**src/rtl/umul_seq_ctrl_pkg.sv**
```systemverilog
// Shared definitions for the uMUL sequencer: FSM state encoding and default window sizing.
package umul_seq_ctrl_pkg;

  localparam int DEF_BITWIDTH = 8;
  localparam int WINDOW       = 1 << DEF_BITWIDTH;

  // ST_CLR is a one-cycle abort state that pulses the RNG clear before returning to IDLE
  typedef enum logic [2:0] {
    ST_IDLE = 3'd0,
    ST_LOAD = 3'd1,
    ST_RUN  = 3'd2,
    ST_DONE = 3'd3,
    ST_CLR  = 3'd4
  } state_t;

endpackage

```
**src/rtl/umul_seq_ctrl.sv**
```systemverilog
// Sequencer for one repeated-B sobol uMUL lane: loads B, streams A as a unary window of
// 2^BITWIDTH cycles, popcounts the product stream and returns it over valid/ready.
module umul_seq_ctrl
  import umul_seq_ctrl_pkg::*;
#(
  parameter int BITWIDTH = DEF_BITWIDTH
) (
  input  logic                iClk,
  input  logic                iRstN,
  input  logic                iValid,
  output logic                oReady,
  input  logic [BITWIDTH-1:0] iA,
  input  logic [BITWIDTH-1:0] iB,
  input  logic                iAbort,
  output logic                oLoadB,
  output logic [BITWIDTH-1:0] oBVal,
  output logic                oClr,
  output logic                oA,
  input  logic                iMult,
  output logic                oValid,
  input  logic                iReady,
  output logic [BITWIDTH-1:0] oResult,
  output logic                oBusy
);

  state_t              state;
  state_t              state_next;
  logic [BITWIDTH-1:0] a_reg;
  logic [BITWIDTH-1:0] b_reg;
  logic [BITWIDTH-1:0] cnt;
  logic [BITWIDTH-1:0] acc;
  logic                accept;

  assign accept = iValid && (state == ST_IDLE);
  assign oBVal  = b_reg;

  always_ff @(posedge iClk or negedge iRstN) begin
    if (!iRstN) begin
      state <= ST_IDLE;
    end else begin
      state <= state_next;
    end
  end

  // acc cannot overflow: at most A_reg ones are returned, and A_reg fits in BITWIDTH bits
  always_ff @(posedge iClk or negedge iRstN) begin
    if (!iRstN) begin
      a_reg <= '0;
      b_reg <= '0;
      cnt   <= '0;
      acc   <= '0;
    end else begin
      if (accept) begin
        a_reg <= iA;
        b_reg <= iB;
      end
      if (state == ST_LOAD) begin
        cnt <= '0;
        acc <= '0;
      end else if (state == ST_RUN) begin
        cnt <= cnt + 1'b1;
        acc <= acc + {{(BITWIDTH-1){1'b0}}, iMult};
      end
    end
  end

  always_comb begin
    state_next = state;
    oReady     = 1'b0;
    oLoadB     = 1'b0;
    oClr       = 1'b0;
    oA         = 1'b0;
    oValid     = 1'b0;
    oBusy      = 1'b0;
    oResult    = '0;
    unique case (state)
      ST_IDLE: begin
        oReady = 1'b1;
        if (iValid) state_next = ST_LOAD;
      end
      ST_LOAD: begin
        oLoadB     = 1'b1;
        oClr       = 1'b1;
        oBusy      = 1'b1;
        state_next = iAbort ? ST_CLR : ST_RUN;
      end
      // abort takes priority over the final window cycle and silences oA immediately
      ST_RUN: begin
        oBusy = 1'b1;
        if (iAbort) begin
          state_next = ST_CLR;
        end else begin
          oA = (cnt < a_reg);
          if (cnt == {BITWIDTH{1'b1}}) state_next = ST_DONE;
        end
      end
      ST_DONE: begin
        oBusy   = 1'b1;
        oValid  = 1'b1;
        oResult = acc;
        if (iReady) state_next = ST_IDLE;
      end
      ST_CLR: begin
        oClr       = 1'b1;
        state_next = ST_IDLE;
      end
      default: state_next = ST_IDLE;
    endcase
  end

endmodule

```
**config.mk**
```make
export PLATFORM = sky130hd
export DESIGN_NAME = umul_seq_ctrl
export DESIGN_NICKNAME = d
export VERILOG_FILES = /design/src/rtl/umul_seq_ctrl_pkg.sv /design/src/rtl/umul_seq_ctrl.sv
export SDC_FILE = /design/constraint.sdc
export NUM_CORES = 1
export LEC_CHECK = 0
export CAP_MARGIN = 25
export CORE_MARGIN = 2
export CORE_UTILIZATION = 30
export DETAILED_ROUTE_END_ITERATION = 8
export PLACE_DENSITY = 0.58
export SLEW_MARGIN = 5
export SYNTH_ARGS = -nofsm -noshare
export SYNTH_HDL_FRONTEND = slang
export SYNTH_SLANG_ARGS = --single-unit
export TNS_END_PERCENT = 20
```
**constraint.sdc**
```tcl
create_clock -name iClk -period 1.8 [get_ports iClk]
set_clock_uncertainty 0.2 [all_clocks]
set_input_delay 0.36 -clock iClk [delete_from_list [all_inputs] [get_ports iClk]]
set_output_delay 0.36 -clock iClk [all_outputs]
set_load 0.1 [all_outputs]
```
==> metrics, run 1 <==
Syn Nets=207; H-tree depth=2; Main synth FF type=dfrtp_1; Die Ht=81.90 µm; PortBufs=43; Boundary Pins=44; crit-path max FO=2; Seq cells post-synth=35; # rows=28; Synth Instances=175; Synth area leader=dfrtp_1; hold_ws=0.2451 ns; slowest CP cell=dfrtp_1; DR DRC count=0; root buffer cell=clkbuf_8; Cell Area, Synth=1820 µm²; Max-Cap Viols=0; Antenna Violating Nets Remaining=0; Die W=81.90 µm; CTS clock-pin slew for the worst setup and hold paths=0.07 ns; vias per inst=4.696; Synth top area share=48.11%; Final TNS setup=-4.236 ns; placed cells=312; total gr overflow=0; worst reg2reg path depth=7; Global Route Usage Sum=14.60%; FMAX=451.8 MHz; fillcell total=515; ys async rst share=100.0%; most common cell in the synthesized netlist=dfrtp_1; CP cell instances=inv_2, ha_4, a211oi_4, o21ai_2, a41oi_4, buf_12; Synth-to-Final Area Change=76.56%; Commonest cells post-synth=dfrtp_1 (35), nand2_1 (16), o21ai_0 (13), nor2_1 (11), ha_1 (10); r2r setup slk=-0.16 ns; total wire length=4521 µm; synth warn=0; Distinct cells, synth=35; r2r endpoint=oBVal[6]; VDD IR max=1.331 mV; Tcrit/Tclk final=123.0%; final count of hold timing violations=0; class of the worst hold path=in2async; Least-Margin Pin Slew=0.2824 ns; share of cells above drive strength 1=43.85%; post-route core utilization=54.61%; RSZ-0062 raised after global routing=true; vias in the first global route=1571; half-perimeter wire length after placement=2999 µm; Core Area=5886 µm²; Clk Latency, worst-skew pair=0.29 ns; CTS tree=done; average cell area after synthesis=10.40 µm²; global-route wire length before repair=7445 µm; CTS sink count=35; Startpoint Class=flop; outcome=complete, but fails checks; Leakage=1.487 nW; post-route insts no fill=335; final-report setup violation count=29; slowest cell delay on critical path=0.38 ns; min Tclk post-route=2.213 ns; Clock Path Buffers=2; register area share after synthesis=48.11%; worst setup margin=-0.4133 ns; Pre-antenna DRT Iters=4; failing checks=negative setup slack; Worst setup EP type=output pin; Power Density=1757 nW/µm²; Post-synth EDFFs=0; initial DRC count=38; Die ar.=6708 µm²; top cells by area, synth=dfrtp_1 (48%), ha_1 (6.9%), mux2_2 (5.6%), o21ai_0 (3.6%), nand2_1 (3.3%); Final nets=291; Final Slew Violations=0; critical setup path kind=reg2out; total via count in the routed design=1573; reg2reg start=state[0]; Place WS=-0.5297 ns; placer congestion estimate=0.7701; number of diodes=0; crit path DAT=1.65 ns; CTS Buf Count=5; largest net degree at the start of global routing=36; antenna violations before repair=0; routed length per placed instance=13.50 µm; Starting Density=30.93%; Required @ worst endpoint=1.24 ns; max_slew headroom=81.13%
## what timing repair did
item	CTS	global route
gates resized for setup	22	32
hold buffers	0	0
setup endpoints to repair	16	37
buffers inserted	7	7
cloned	1	0
pin swaps	9	14
## where the power goes
group	switching, mW	internal [mW]
clock	0.287	0.349
sequential	0.202	1.03
combinational	2.14	1.65
## stage by stage
stage	area [µm²]	power, mW
after floorplan	1894	3.254
after global placement	2794	4.379
after detailed placement	2794	4.423
after CTS	3035	5.378
after global routing	3214	5.942
final	3214	5.647
## kinds of logic (layout without fill, tap and decap cells)
logic type	count (synthesis)	after routing	share of synthesized area (%)
AOI/OAI and AO/OA	37	37	11.96
xor gates and xnor gates	2	2	0.9624
adders and majority gates	10	10	6.873
buffers and inverters	17	101	5.704
DFF	35	35	48.11
muxes	12	12	7.217
and+or+nand+nor	62	63	19.18
## worst max path at each step
stage / to / slack (ns) / startpoint
detailed placement: oA / -0.53 / iAbort
global route: oA / -0.51 / a_reg[1]
floorplan: oResult[0] / -0.43 / state[0]
global placement: oA / -0.54 / iAbort
finish: oA / -0.41 / a_reg[1]
CTS: oA / -0.49 / iAbort
## worst max-delay path, delay by kind of cell (launching register included)
family | cells | cell delay (ns)
compound gates | 3 | 0.49
flops | 1 | 0.38
buf+inv | 2 | 0.28
fa+ha+maj | 1 | 0.21
## cells in the final DEF, fill, tap and decap left out, types with 2 or more instances in the layout
cell / n
dfrtp_1: 35
buf_4: 26
buf_12: 24
clkdlybuf4s50_1: 20
nand2_1: 15
o21ai_1: 12
mux2_4: 9
and2_4: 8
ha_1: 8
buf_6: 8
nand4_1: 7
o21ai_0: 7
nor2_1: 7
clkbuf_8: 7
inv_1: 6
nor2_4: 5
and3_1: 4
buf_8: 4
inv_2: 3
a21oi_1: 3
nand3_1: 3
mux2i_1: 3
a22o_1: 3
nor3_4: 2
or3b_4: 2
nand2b_1: 2
o211ai_1: 2
o21ai_2: 2
nand2b_4: 2
a31oi_1: 2
ha_4: 2
## layout make-up
cell class                 instances  area (µm²)  area share, %
timing repair buffer              83        1039          32.31
clock buffer                       8       100.1          3.114
sequential                        35       875.8          27.25
tap                               75       93.84          2.919
inverter                          10       42.54          1.323
multi-input combinational        124        1064          33.09
## layer usage
layer	GRT usage (%)	wire, µm
met5	0	0
met4	5.000	68
met3	3.297	126
met2	25.04	2391
met1	17.99	1935
No activity file was read; power rests on OpenSTA's default activity.
==> run 2: changes to the inputs <==
--- a/config.mk
+++ b/config.mk
@@ -7,10 +7,10 @@
 export LEC_CHECK = 0
 export CAP_MARGIN = 25
 export CORE_MARGIN = 2
-export CORE_UTILIZATION = 30
+export CORE_UTILIZATION = 40
 export DETAILED_ROUTE_END_ITERATION = 8
-export PLACE_DENSITY = 0.58
-export SLEW_MARGIN = 5
+export PLACE_DENSITY = 0.72
+export SLEW_MARGIN = 20
 export SYNTH_ARGS = -nofsm -noshare
 export SYNTH_HDL_FRONTEND = slang
 export SYNTH_SLANG_ARGS = --single-unit
==> run 2 against run 1 <==
Largest power group unchanged. Routed wire length rose by 2.4%. Setup slack got worse by 0.019 ns. The flow still finishes with violations (negative setup slack). Combinational power barely moved. Via count is 4.5% higher.
==> metrics, run 2 (synthesis gave the netlist of run 1 again) <==
outcome=complete, but fails checks; failing checks=negative setup slack; Leakage=1.482 nW; worst reg2reg path depth=7; total gr overflow=0; total via count in the routed design=1643; half-perimeter wire length after placement=2881 µm; Global Route Usage Sum=17.99%; min Tclk post-route=2.232 ns; # rows=24; PortBufs=43; Least-Margin Pin Slew=0.2803 ns; placed cells=289; Max-Cap Viols=0; Synth-to-Final Area Change=74.09%; critical setup path kind=reg2out; Starting Density=41.52%; routed length per placed instance=14.79 µm; Boundary Pins=44; total wire length=4630 µm; Final Slew Violations=0; Startpoint Class=flop; Required @ worst endpoint=1.24 ns; DR DRC count=0; most frequent cells in the layout=dfrtp_1 (35), buf_4 (25), buf_12 (24), clkdlybuf4s50_1 (20), nand2_1 (15); leading cell type in the layout, fill and taps excluded=dfrtp_1; Antenna Violating Nets Remaining=0; placer congestion estimate=0.7896; CTS Buf Count=5; Die Ht=71.46 µm; final-report setup violation count=39; Final TNS setup=-5.448 ns; Clock Path Buffers=2; H-tree depth=2; number of diodes=0; Final nets=293; Die W=71.46 µm; Clk Latency, worst-skew pair=0.29 ns; worst setup margin=-0.4325 ns; global-route wire length before repair=7182 µm; VDD IR max=1.305 mV; vias per inst=5.249; CTS clock-pin slew for the worst setup and hold paths=0.07 ns; max_slew headroom=81.27%; RSZ-0062 raised after global routing=true; r2r setup slk=-0.18 ns; CTS sink count=35; Tcrit/Tclk final=124.0%; crit-path max FO=2; antenna violations before repair=0; crit path DAT=1.67 ns; final count of hold timing violations=0; Worst setup EP type=output pin; CTS tree=done; vias in the first global route=1607; FMAX=447.9 MHz; post-route insts no fill=313; initial DRC count=68; hold_ws=0.2501 ns; Core Area=4384 µm²; Hold-fix buffers, CTS=0; Power Density=1769 nW/µm²; Die ar.=5107 µm²; class of the worst hold path=in2async; post-layout power=5.606 mW; share of cells above drive strength 1=42.91%; largest net degree at the start of global routing=36; root buffer cell=clkbuf_8; Pre-antenna DRT Iters=4
==> run 2: critical path, stage by stage, from the launching register on <==
cell and delay, ns:
dfrtp_1 0.39, ha_1 0.29, a211oi_2 0.21, o21ai_2 0.11
a41oi_4 0.18, buf_12 0.20
==> run 2: final timing paths <==
check                         start  endpoint
hold / removal                iRstN  oBVal[4]
hold reg to reg              acc[7]    acc[7]
setup / recovery             cnt[1]        oA
setup reg to reg           state[0]    cnt[7]
max in group asynchronous     iRstN    acc[1]
min in group iClk            iAbort  state[2]
==> run 2: final cells by class <==
cell class	count	area, µm²
clock inverter	1	5.005
sequential	35	875.8
fill	292	1215
timing repair buffer	85	1057
multi-input combinational	124	1041
inverter	10	42.54
tap	52	65.06
clock buffer	6	82.58
==> run 2: metal layers <==
layer	GRT usage [%]	up-vias	routed length, µm
met5	0	-	0
met4	5.451	0	48
met3	4.782	4	119
met2	30.97	28	2495
met1	22.11	817	1965
li1	-	794	-
==> run 2: what timing repair did <==
action | 4_1_cts | 5_1_grt
resized for setup | 29 | 21
gates cloned | 1 | 0
endpoints found under the setup margin | 18 | 40
buffers inserted | 6 | 10
pin swaps | 8 | 22
==> run 2: report_power, final <==
part	total (mW)	switching, mW	internal [mW]
Sequential	1.23	0.200	1.03
Combinational	3.81	2.15	1.66
Clock	0.572	0.272	0.300
Total	5.61	2.62	2.99
==> run 2: per-stage QoR <==
stage          setup slack [ns]  utilization [%]  area [µm²]
2_1_floorplan           -0.4280                -        1894
3_3_place_gp            -0.6131            63.07        2765
3_5_place_dp            -0.6493            63.07        2765
4_1_cts                 -0.4542            68.72        3013
5_1_grt                 -0.4920            72.29        3169
6_report                -0.4325            72.29        3169
==> run 3: changes to the inputs <==
--- a/config.mk
+++ b/config.mk
@@ -8,6 +8,7 @@
 export CAP_MARGIN = 25
 export CORE_MARGIN = 2
 export CORE_UTILIZATION = 40
+export CTS_BUF_LIST = sky130_fd_sc_hd__clkbuf_8 sky130_fd_sc_hd__clkbuf_16
 export DETAILED_ROUTE_END_ITERATION = 8
 export PLACE_DENSITY = 0.72
 export SLEW_MARGIN = 20
==> results of run 3 <==
Final layout, timing and power as in run 2 (identical DEF).
